**config.mk**
```make
export PLATFORM = sky130hd
export DESIGN_NAME = spi_bus_arbiter
export DESIGN_NICKNAME = d
export VERILOG_FILES = /design/src/rtl/spi_bus_arbiter.sv
export SDC_FILE = /design/constraint.sdc
export NUM_CORES = 1
export LEC_CHECK = 0
export ABC_AREA = 1
export CAP_MARGIN = 20
export CORE_MARGIN = 4
export CORE_UTILIZATION = 39
export CTS_CLUSTER_DIAMETER = 80
export DETAILED_ROUTE_END_ITERATION = 7
export GPL_TIMING_DRIVEN = 0
export PLACE_DENSITY_LB_ADDON = 0.08
export SETUP_SLACK_MARGIN = 0.05
export SYNTH_ARGS = -nofsm -noshare
export SYNTH_HDL_FRONTEND = slang
export SYNTH_SLANG_ARGS = --single-unit
```
**constraint.sdc**
```tcl
create_clock -name clk -period 1.2 [get_ports clk]
set_input_delay 0.24 -clock clk [delete_from_list [all_inputs] [get_ports clk]]
set_output_delay 0.24 -clock clk [all_outputs]
set_load 0.01 [all_outputs]
```
**src/rtl/spi_bus_arbiter.sv**
```systemverilog
// Two-master SPI bus arbiter with round-robin req/gnt, an enforced idle gap between
// owners and no preemption; the owner's pins are steered combinationally from the grant.
module spi_bus_arbiter #(
    parameter int GAP_CYCLES = 2,
    parameter int MAX_HOLD   = 0
) (
    input  logic clk,
    input  logic reset,
    input  logic req0,
    input  logic req1,
    output logic gnt0,
    output logic gnt1,
    input  logic m0_clk,
    input  logic m0_cs_n,
    input  logic m0_mosi,
    output logic m0_miso,
    input  logic m1_clk,
    input  logic m1_cs_n,
    input  logic m1_mosi,
    output logic m1_miso,
    output logic spi_clk,
    output logic spi_mosi,
    input  logic spi_miso,
    output logic spi_cs0_n,
    output logic spi_cs1_n,
    output logic err
);
    localparam int GAP_W  = (GAP_CYCLES > 0) ? $clog2(GAP_CYCLES + 1) : 1;
    localparam int HOLD_W = (MAX_HOLD > 0) ? $clog2(MAX_HOLD + 1) : 1;
    localparam logic [GAP_W-1:0]  GAP_LOAD  = GAP_W'(GAP_CYCLES);
    localparam logic [GAP_W-1:0]  GAP_ONE   = GAP_W'(1'b1);
    localparam logic [GAP_W-1:0]  GAP_ZERO  = GAP_W'(1'b0);
    localparam logic [HOLD_W-1:0] HOLD_LIM  = HOLD_W'(MAX_HOLD);
    localparam logic [HOLD_W-1:0] HOLD_ONE  = HOLD_W'(1'b1);
    localparam logic [HOLD_W-1:0] HOLD_ZERO = HOLD_W'(1'b0);

    typedef enum logic [1:0] {
        ST_IDLE   = 2'd0,
        ST_GRANT0 = 2'd1,
        ST_GRANT1 = 2'd2,
        ST_GAP    = 2'd3
    } state_t;

    state_t              state_r;
    logic                gnt0_r;
    logic                gnt1_r;
    logic                last_r;
    logic [GAP_W-1:0]    gap_cnt_r;
    logic [HOLD_W-1:0]   hold_cnt_r;
    logic                err_r;

    logic                any_req_s;
    logic                win_s;
    state_t              arb_state_s;
    logic                arb_gnt0_s;
    logic                arb_gnt1_s;
    logic                arb_last_s;
    logic [HOLD_W-1:0]   hold_inc_s;

    // Round-robin choice among current requests; last_r names the previous owner
    always_comb begin
        any_req_s   = req0 | req1;
        win_s       = 1'b0;
        arb_state_s = ST_IDLE;
        arb_gnt0_s  = 1'b0;
        arb_gnt1_s  = 1'b0;
        arb_last_s  = last_r;
        if (req0 && req1) begin
            win_s = ~last_r;
        end else if (req1) begin
            win_s = 1'b1;
        end else begin
            win_s = 1'b0;
        end
        if (any_req_s) begin
            arb_state_s = win_s ? ST_GRANT1 : ST_GRANT0;
            arb_gnt0_s  = ~win_s;
            arb_gnt1_s  = win_s;
            arb_last_s  = win_s;
        end else begin
            arb_state_s = ST_IDLE;
            arb_gnt0_s  = 1'b0;
            arb_gnt1_s  = 1'b0;
            arb_last_s  = last_r;
        end
        hold_inc_s = hold_cnt_r + HOLD_ONE;
    end

    // Arbitration FSM with registered grants, gap/hold counters and sticky error
    always_ff @(posedge clk) begin
        if (reset) begin
            state_r    <= ST_IDLE;
            gnt0_r     <= 1'b0;
            gnt1_r     <= 1'b0;
            last_r     <= 1'b1;
            gap_cnt_r  <= GAP_ZERO;
            hold_cnt_r <= HOLD_ZERO;
            err_r      <= 1'b0;
        end else begin
            case (state_r)
                ST_IDLE: begin
                    state_r    <= arb_state_s;
                    gnt0_r     <= arb_gnt0_s;
                    gnt1_r     <= arb_gnt1_s;
                    last_r     <= arb_last_s;
                    hold_cnt_r <= HOLD_ZERO;
                end
                ST_GRANT0: begin
                    if (!req0) begin
                        if (!m0_cs_n) err_r <= 1'b1;
                        // With no gap the waiting master takes over on the release edge
                        if (GAP_CYCLES == 0) begin
                            state_r    <= arb_state_s;
                            gnt0_r     <= arb_gnt0_s;
                            gnt1_r     <= arb_gnt1_s;
                            last_r     <= arb_last_s;
                            hold_cnt_r <= HOLD_ZERO;
                        end else begin
                            state_r   <= ST_GAP;
                            gnt0_r    <= 1'b0;
                            gap_cnt_r <= GAP_LOAD;
                        end
                    end else if (MAX_HOLD != 0 && hold_cnt_r != HOLD_LIM) begin
                        hold_cnt_r <= hold_inc_s;
                        if (hold_inc_s == HOLD_LIM) err_r <= 1'b1;
                    end
                end
                ST_GRANT1: begin
                    if (!req1) begin
                        if (!m1_cs_n) err_r <= 1'b1;
                        if (GAP_CYCLES == 0) begin
                            state_r    <= arb_state_s;
                            gnt0_r     <= arb_gnt0_s;
                            gnt1_r     <= arb_gnt1_s;
                            last_r     <= arb_last_s;
                            hold_cnt_r <= HOLD_ZERO;
                        end else begin
                            state_r   <= ST_GAP;
                            gnt1_r    <= 1'b0;
                            gap_cnt_r <= GAP_LOAD;
                        end
                    end else if (MAX_HOLD != 0 && hold_cnt_r != HOLD_LIM) begin
                        hold_cnt_r <= hold_inc_s;
                        if (hold_inc_s == HOLD_LIM) err_r <= 1'b1;
                    end
                end
                ST_GAP: begin
                    if (gap_cnt_r <= GAP_ONE) begin
                        state_r    <= arb_state_s;
                        gnt0_r     <= arb_gnt0_s;
                        gnt1_r     <= arb_gnt1_s;
                        last_r     <= arb_last_s;
                        gap_cnt_r  <= GAP_ZERO;
                        hold_cnt_r <= HOLD_ZERO;
                    end else begin
                        gap_cnt_r <= gap_cnt_r - GAP_ONE;
                    end
                end
                default: begin
                    state_r <= ST_IDLE;
                    gnt0_r  <= 1'b0;
                    gnt1_r  <= 1'b0;
                end
            endcase
        end
    end

    // Steer the owner's pins; everything idles when nobody holds the bus
    always_comb begin
        spi_clk   = 1'b0;
        spi_mosi  = 1'b0;
        spi_cs0_n = 1'b1;
        spi_cs1_n = 1'b1;
        m0_miso   = 1'b0;
        m1_miso   = 1'b0;
        if (gnt0_r) begin
            spi_clk   = m0_clk;
            spi_mosi  = m0_mosi;
            spi_cs0_n = m0_cs_n;
            m0_miso   = spi_miso;
        end else if (gnt1_r) begin
            spi_clk   = m1_clk;
            spi_mosi  = m1_mosi;
            spi_cs1_n = m1_cs_n;
            m1_miso   = spi_miso;
        end else begin
            spi_clk   = 1'b0;
            spi_mosi  = 1'b0;
        end
    end

    assign gnt0 = gnt0_r;
    assign gnt1 = gnt1_r;
    assign err  = err_r;

endmodule

```
==> run metrics, run 1 <==
status finished with violations; failing checks setup timing; critical path class reg2out; Final Instance Area ~1000 um^2; synth unique cells 13; Min-Delay Path Class in2reg; Die Width around 47 um; WP data arrival 1010 ps; vias in the first global route 638; insertion delay to the later sink of the worst-skew pair 250 ps; Final Hold Vio Count 0; DIE AREA 2170 um^2; Layout Skew 0.501 ps; final setup fails 1; routability cong. 0.789; Rows 13; Inserted Diodes 0; # IOs 20; fin cells 134; count of input and output buffers 19; sequential area share after synthesis 0.275; final period utilization 1.04; VDD IR max ~0.0014 V; CORE AREA 1350 um^2; hold buffer count at cts 0; largest net degree at the start of global routing 8; Crit-path slowest cell dfxtp_4; Worst Path Required ~960 ps; initial core utilization 0.431; most frequent cells in the layout 23 x nand2_1, 12 x nor2_1, 6 x nand2_2, 6 x clkdlybuf4s50_1, 6 x buf_6; final slew viol count 0; routed via count 671; RSZ-0062 raised after global routing yes; setup ws final -50.1 ps; gr usage total 0.175; critical path cell sequence inv_4 > or2_4 > buf_6; routed len/inst about 12 um; delay-heaviest family, CP flip-flops; PwrDens 2210 nW/um^2; syn_area_per_cell 6.26 um^2; DRT iter0 DRCs 8; maximum clock path buffer count 2; commonest non-fill, non-tap cell in the layout nand2_1; die span in y 46.6 um; CTS Root Cell clkbuf_4; Leak roughly 0.48 nW; Nets 139; Crit. End Element primary output; worst rel slew slack 0.782; Total Wirelength 1.61 mm; synthesized area 582 um^2; DP Cell Count 127; post-DP HPWL 1.11 mm; DRC viols 0; max-cap viol count 0; Critical Path Start Type flip-flop; Synth Net Count approximately 110; first-pass GRT wire length 2.72 mm; pre-CTS WS -466 ps; CTS sink count 8; slowest stage delay, CP 380 ps; CTS buffer count 3; WP buf/inv 2; Crit Path Max Fanout 5; initial antenna violation count 0; number of synthesized register bits 8; layout cells sized above 1 0.378; layout overhead on the synthesized area 72.7%; vias per inst roughly 5.0; Max Freq 0.800 GHz; worst-margin pin slew approximately 330 ps; CTS tree yes; Clock transition at path regs 60 ps; Area after DPL slightly below 800 um^2; H-tree depth 1; drt pass-1 iters 4; WHS 463 ps; antenna-violating nets left 0; Synth Instances 93; Layout Utilization 0.744; Yosys warnings 0; global route overflow 0; fin crit period approximately 1300 ps
-- repair_timing --
action | in CTS | in global routing
pin swaps | 9 | 15
resized for setup | 67 | 18
setup endpoints to repair | 17 | 16
setup buffers | 3 | 1
-- cells by family (layout without fill, tap and decap cells) --
group / after synthesis / in the layout / share of synthesized area
adder cells (fa/ha/maj): 7 / 7 / 0.151
AO/OA/AOI/OAI: 9 / 9 / 0.0817
buffers and inverters: 12 / 38 / 0.0774
flip-flops: 8 / 8 / 0.275
AND/OR/NAND/NOR: 57 / 57 / 0.415
-- tightest hold or removal path: stages --
cell,delay [ps]
dlymetal6s2s_1,200
nor2_1,100
o21ai_0,90
nand2_1,60
-- final cells by class --
class	count	area [um^2]
Sequential cell	8	175
Multi-Input combinational cell	73	517
Fill cell	111	345
Clock buffer	3	22.5
Inverter	12	55.1
Timing Repair Buffer	23	216
Tap cell	15	18.8
-- where the power goes --
group,internal [mW],switching [mW]
combinational,0.686,0.743
sequential,0.403,0.183
clock,0.115,0.0934
total,1.20,1.02
-- synthesized netlist by cell type, drive strengths merged --
| cell type | number | area share |
|---|---|---|
| dfxtp | 8 | 0.28 |
| or2 | 1 | 0.011 |
| nor2 | 15 | 0.097 |
| nand3b | 2 | 0.026 |
| o21ai | 3 | 0.026 |
| nand2 | 32 | 0.22 |
| inv | 12 | 0.077 |
| nand4 | 1 | 0.011 |
| ha | 7 | 0.15 |
| a21boi | 1 | 0.013 |
| nand3 | 6 | 0.052 |
| a21oi | 5 | 0.043 |
-- through the flow --
| stage | total power, mW | TNS (ps) |
|---|---|---|
| after floorplan | 1.14 | 0 |
| after global placement | 1.44 | -3260 |
| after detailed placement | 1.47 | -3380 |
| after CTS | 2.00 | -62.1 |
| after global routing | 2.43 | -235 |
| final | 2.22 | -50.1 |
-- state kept, by name (all words and copies together), names as in the netlist --
register   cells
gap_cnt_r      2
gnt0           1
last_r         1
err            1
gnt1           1
state_r        2
-- layer usage --
layer / routed length, um / vias up / global-route usage / part of all wire
li1: - / 346 / - / -
met1: 712 / 307 / 0.203 / 0.44
met2: 771 / 16 / 0.308 / 0.48
met3: 113 / 2 / 0.0508 / 0.070
met4: 12 / 0 / 0.0497 / 0.0075
met5: 0 / - / 0 / 0
-- path summary, 6_finish.rpt --
| kind | from | to | slack, ps | cells past startpoint |
|---|---|---|---|---|
| hold / removal | req0 | last_r$_SDFFE_PP1P_ | 460 | 4 |
| hold reg to reg | err$_SDFFE_PP0P_ | err$_SDFFE_PP0P_ | 470 | 2 |
| setup / recovery | gnt0$_SDFFE_PP0P_ | spi_cs0_n | -50 | 3 |
| setup reg to reg | state_r[0]$_SDFFE_PP0P_ | gap_cnt_r[1]$_SDFFE_PP0P_ | 40 | 7 |
No activity file was read; power rests on OpenSTA's default activity.
==> inputs of run 2 (changes only) <==
--- a/config.mk
+++ b/config.mk
@@ -6,8 +6,7 @@
 export NUM_CORES = 1
 export LEC_CHECK = 0
 export ABC_AREA = 1
-export CAP_MARGIN = 20
-export CORE_MARGIN = 4
+export CORE_MARGIN = 1
 export CORE_UTILIZATION = 39
 export CTS_CLUSTER_DIAMETER = 80
 export DETAILED_ROUTE_END_ITERATION = 7
==> run metrics, run 2 (synthesis results as in run 1) <==
Die Width 40.6 um; critical path class reg2out; DR WL met3 approximately 140 um; WL met2 740 um; hold buffer count at cts 0; most frequent cells in the layout 23 x nand2_1, 12 x nor2_1, 7 x inv_1, 7 x clkdlybuf4s50_1; Inserted Diodes 0; DIE AREA 1650 um^2; H-tree depth 1; Crit-path slowest cell dfxtp_4; Crit Path Max Fanout 4; largest net degree at the start of global routing 8; Regs by FF count gap_cnt_r: 2 flops, state_r: 2 flops; drt pass-1 iters 2; first-pass GRT wire length 2.16 mm; RSZ-0062 raised after global routing yes; Clock transition at path regs ~60 ps; setup ws final -66.0 ps; worst-margin pin slew roughly 320 ps; Top Metal Used met4; area occupied by multi-input gates 519 um^2; worst rel slew slack 0.787; CTS buffer count 3; delay-heaviest family, CP flip-flops; layout cells sized above 1 0.388; Power Total 2.29 mW; initial core utilization 0.431; Area after DPL between 700 and 800 um^2; Final Hold Vio Count 0; final period utilization 1.06; routed via count 682; fin cells 136; initial antenna violation count 0; routability cong. 0.744; Critical Path Start Type flip-flop; die span in y slightly above 40 um; vias per inst 5.01; Worst Path Required 960 ps; Rows 13; maximum clock path buffer count 2; final setup fails 5; routed len/inst 12.6 um; CTS Root Cell clkbuf_4; slowest stage delay, CP 380 ps; Min-Delay Path Class in2reg; Setup Total Neg Slack -128 ps; gr usage total 0.211; CTS sink count 8; vias in the first global route 494; failing checks setup timing; # IOs 20; CORE AREA roughly 1400 um^2; count of input and output buffers 19; Leak 0.508 nW; Total Wirelength 1.71 mm; global route overflow 0; final slew viol count 0; WP data arrival about 1000 ps; layout overhead on the synthesized area 75.1%; Layout Utilization 0.754; max-cap viol count 0; Crit. End Element primary output; status finished with violations; DRC viols 0; M1 wire length 798 um; antenna-violating nets left 0; DP Cell Count roughly 130; critical path cell sequence inv_4 > or2_4 > buf_6; fin crit period 1270 ps; Filler cells 101; Final Instance Area 1020 um^2; Layout Skew 1.50 ps; Seq. cell area 175 um^2; post-DP HPWL 1.06 mm; WP buf/inv 2; CTS tree yes; Max Freq 0.790 GHz; Nets ~140; r2r setup slk -10 ps; commonest non-fill, non-tap cell in the layout nand2_1; PwrDens 2250 nW/um^2; insertion delay to the later sink of the worst-skew pair 270 ps; DRT iter0 DRCs 1; VDD IR max 0.00159 V
==> run 2: final timing paths <==
kind | cells after the start | end | from
setup / recovery | 3 | spi_cs0_n | gnt0$_SDFFE_PP0P_
hold reg to reg | 2 | err$_SDFFE_PP0P_ | err$_SDFFE_PP0P_
setup reg to reg | 7 | state_r[0]$_SDFFE_PP0P_ | state_r[0]$_SDFFE_PP0P_
hold / removal | 6 | err$_SDFFE_PP0P_ | m0_cs_n
==> run 2: layout make-up <==
cell class	instances	area share
Multi-Input combinational cell	73	0.510
Inverter	12	0.0590
Clock buffer	3	0.0221
Sequential cell	8	0.172
Tap cell	15	0.0184
Timing Repair Buffer	25	0.219
==> run 2: where the power goes <==
part	switching [mW]	leakage, nW	internal (mW)
clock	0.109	0.0138	0.116
combinational	0.758	0.426	0.719
sequential	0.189	0.0686	0.403
==> run 2: what timing repair did <==
action	in CTS	in global routing
setup buffers	1	5
gates resized for setup	54	34
endpoints found under the setup margin	17	16
pin swaps	2	8
hold endpoints to repair	0	0
==> run 2: layer usage <==
metal | track usage | vias to the layer above
met1 | 0.257 | 312
met2 | 0.302 | 17
met5 | 0 | -
li1 | - | 348
met4 | 0.125 | 0
met3 | 0.0924 | 5
==> run 2: tightest hold or removal path: cells and delay by family <==
kind / cells / cell delay [ps]
AND/OR/NAND/NOR: 5 / 300
buffers and inverters: 1 / 110
==> run 2: stage by stage <==
step	hold slack, ps	setup WS (ps)
after floorplan	309	63.4
after global placement	452	-464
after detailed placement	464	-474
after CTS	475	-137
after global routing	465	-86.4
final	423	-66.0
==> patch: new RTL, config.mk and constraints of run 1 <==
Set the parameter `GAP_CYCLES` to 4 (it was 2).
--- a/src/rtl/spi_bus_arbiter.sv
+++ b/src/rtl/spi_bus_arbiter.sv
@@ -2,5 +2,5 @@
 // owners and no preemption; the owner's pins are steered combinationally from the grant.
 module spi_bus_arbiter #(
-    parameter int GAP_CYCLES = 2,
+    parameter int GAP_CYCLES = 4,
     parameter int MAX_HOLD   = 0
 ) (
Function: changed (Yosys sat finds a counterexample within 10 cycles, from zero or initial values and one cycle with reset high).
==> patch against run 1 <==
The run still ends with negative setup slack left. Cell area rose by 14%. Sequential power up 3%. Die area is 9.2% higher. Power is 16% higher. Via count increased by 16%. Maximum frequency is 1.3% lower. Clock skew grew 0.00071 ns. Sequential cell count increased by 1. Wire length is 21% higher. Area after synthesis up 11%. Worst setup slack got worse by 0.016 ns. Critical path depth unchanged. Critical path type unchanged. Highest routed layer unchanged.
==> patch: results (changes against run 1) <==
Outcome
  – Status: finished, violations left (unchanged)
  – Violated checks: negative setup slack (unchanged)

Cells and area
  – Fill cell count: 115 (was 111)
  – Top Registers: gap_cnt_r (3), state_r (2) (was gap_cnt_r (2), state_r (2))
  – NumNets Final: 155 (was 139)
  – Finished Layout Cells: 152 (was 134)
  – Share of cells above drive strength 1: 49.3% (was 37.8%)

Worst setup path
  – Depth of the worst register-to-register path: 9 (was 7)
  – WP data arrival: 1.03 ns (was 1.01 ns)
  – Worst-path fanout max: 4 (was 5)
  – Reg2Reg Setup Slack: -0.05 ns (was 0.04 ns)
  – Worst R2R Start: state_r[1] (was state_r[0])
  – Max incr delay on CP: 0.38 ns (about the same)
  – Worst Setup SP: gnt0 (unchanged)
  – Reg-to-reg endpoint: state_r[0] (was gap_cnt_r[1])

Clocking
  – PostCTS Resize Cnt: 70 (was 67)
  – Root buf cell: clkbuf_4 (unchanged)
  – Setup bufs post-CTS: 9 (was 3)
  – Clock latency on the worst-skew pair: 0.27 ns (was 0.25 ns)

Detailed routing
  – DR WL/cell: 12.8 um (was 12.0 um)
  – Met3 Routed Length: 101 um (was 113 um)
  – First DRT Iteration DRCs: 5 (was 8)
  – Routed length on met1: 832 um (was 712 um)
  – DR WL met2: 985 um (was 771 um)
  – Vias/cell: 5.13 (was 5.01)

Timing
  – Worst slew margin: 83.9% (was 78.2%)
  – Max Clock Skew: 0.00121 ns (was 0.000501 ns)
  – Total Negative Setup Slacks: -0.269 ns (was -0.0501 ns)
  – Worst setup margin: -0.0660 ns (was -0.0501 ns)
  – Number of setup violations in the final report: 9 (was 1)

GRT
  – Pin count of the biggest net entering global routing: 7 (was 8)
  – Met1 Usage GRT: 20.8% (was 20.3%)
  – Grt met3 use: 4.60% (was 5.08%)
  – Total global-route track usage: 17.5% (about the same)
  – GRT met2 Usage: 29.8% (was 30.8%)

Logic synthesis
  – Top cells by area, synth: dfxtp_1, nand2_1, ha_1, nor2_1, inv_1 (unchanged)
  – Commonest cells in the netlist: nand2_1, nor2_1, inv_1 (unchanged)
  – Synth cell types: 14 (was 13)
  – Net Count, Synth: 121 (was 111)
  – Sequential area share after synthesis: 27.9% (was 27.5%)

Placement
  – Placed Cells: 138 (was 127)
  – Detailed placer's ending HPWL: 1220 um (was 1110 um)
  – GP Congestion: 0.839 (was 0.789)

Pwr
  – Pleak: 0.000560 uW (was 0.000480 uW)
  – Max VDD drop: 1.61 mV (was 1.40 mV)
  – Switching Fraction: 45.4% (was 45.9%)
## patch: worst min-delay path by stage
stage / startpoint / to / slack [ns] / depth (start not counted)
after global routing: m0_cs_n / err / 0.39 / 4
after floorplan: reset / gap_cnt_r[2] / 0.31 / 1
after CTS: m1_cs_n / err / 0.47 / 4
final: m0_cs_n / err / 0.38 / 4
after detailed placement: err / err / 0.47 / 2
after global placement: err / err / 0.46 / 2
## patch: final cells by class
cell class | count | area share, %
well taps | 16 | 1.74
clock buffers | 4 | 2.29
flip-flops and latches | 9 | 17.0
inverters | 16 | 6.10
plain buffers | 1 | 0.980
repair buffers | 29 | 23.6
multi-input cells | 77 | 48.3
## patch: metrics by stage
stage	hold slack (ns)	setup slack, ns	area, um^2
2_1_floorplan	0.309	0.0578	682
3_3_place_gp	0.462	-0.470	892
4_1_cts	0.468	-0.124	1100
6_report	0.381	-0.0660	1150
5_1_grt	0.392	-0.122	1150
3_5_place_dp	0.468	-0.461	892
## patch: cell families after synthesis
| logic type | count (synthesis) | synth area share, % |
|---|---|---|
| adder cells (fa/ha/maj) | 7 | 13.5 |
| buffers and inverters | 17 | 11.0 |
| flip-flops | 9 | 27.9 |
| AND/OR/NAND/NOR | 57 | 37.1 |
| AO/OA/AOI/OAI | 13 | 10.4 |
## patch: worst max-delay path, delay by kind of cell, from the launching register on
family | cells | cell delay [ns]
buffers and inverters | 2 | 0.16
DFF | 1 | 0.38
and+or+nand+nor | 1 | 0.22
## patch: power groups by stage
stage          Clock (uW)  Sequential [uW]  Combinational [uW]
2_1_floorplan           0              553                 746
3_3_place_gp            0              557                1050
3_5_place_dp            0              561                1070
4_1_cts               253              580                1530
5_1_grt               276              615                1910
6_report              250              603                1730
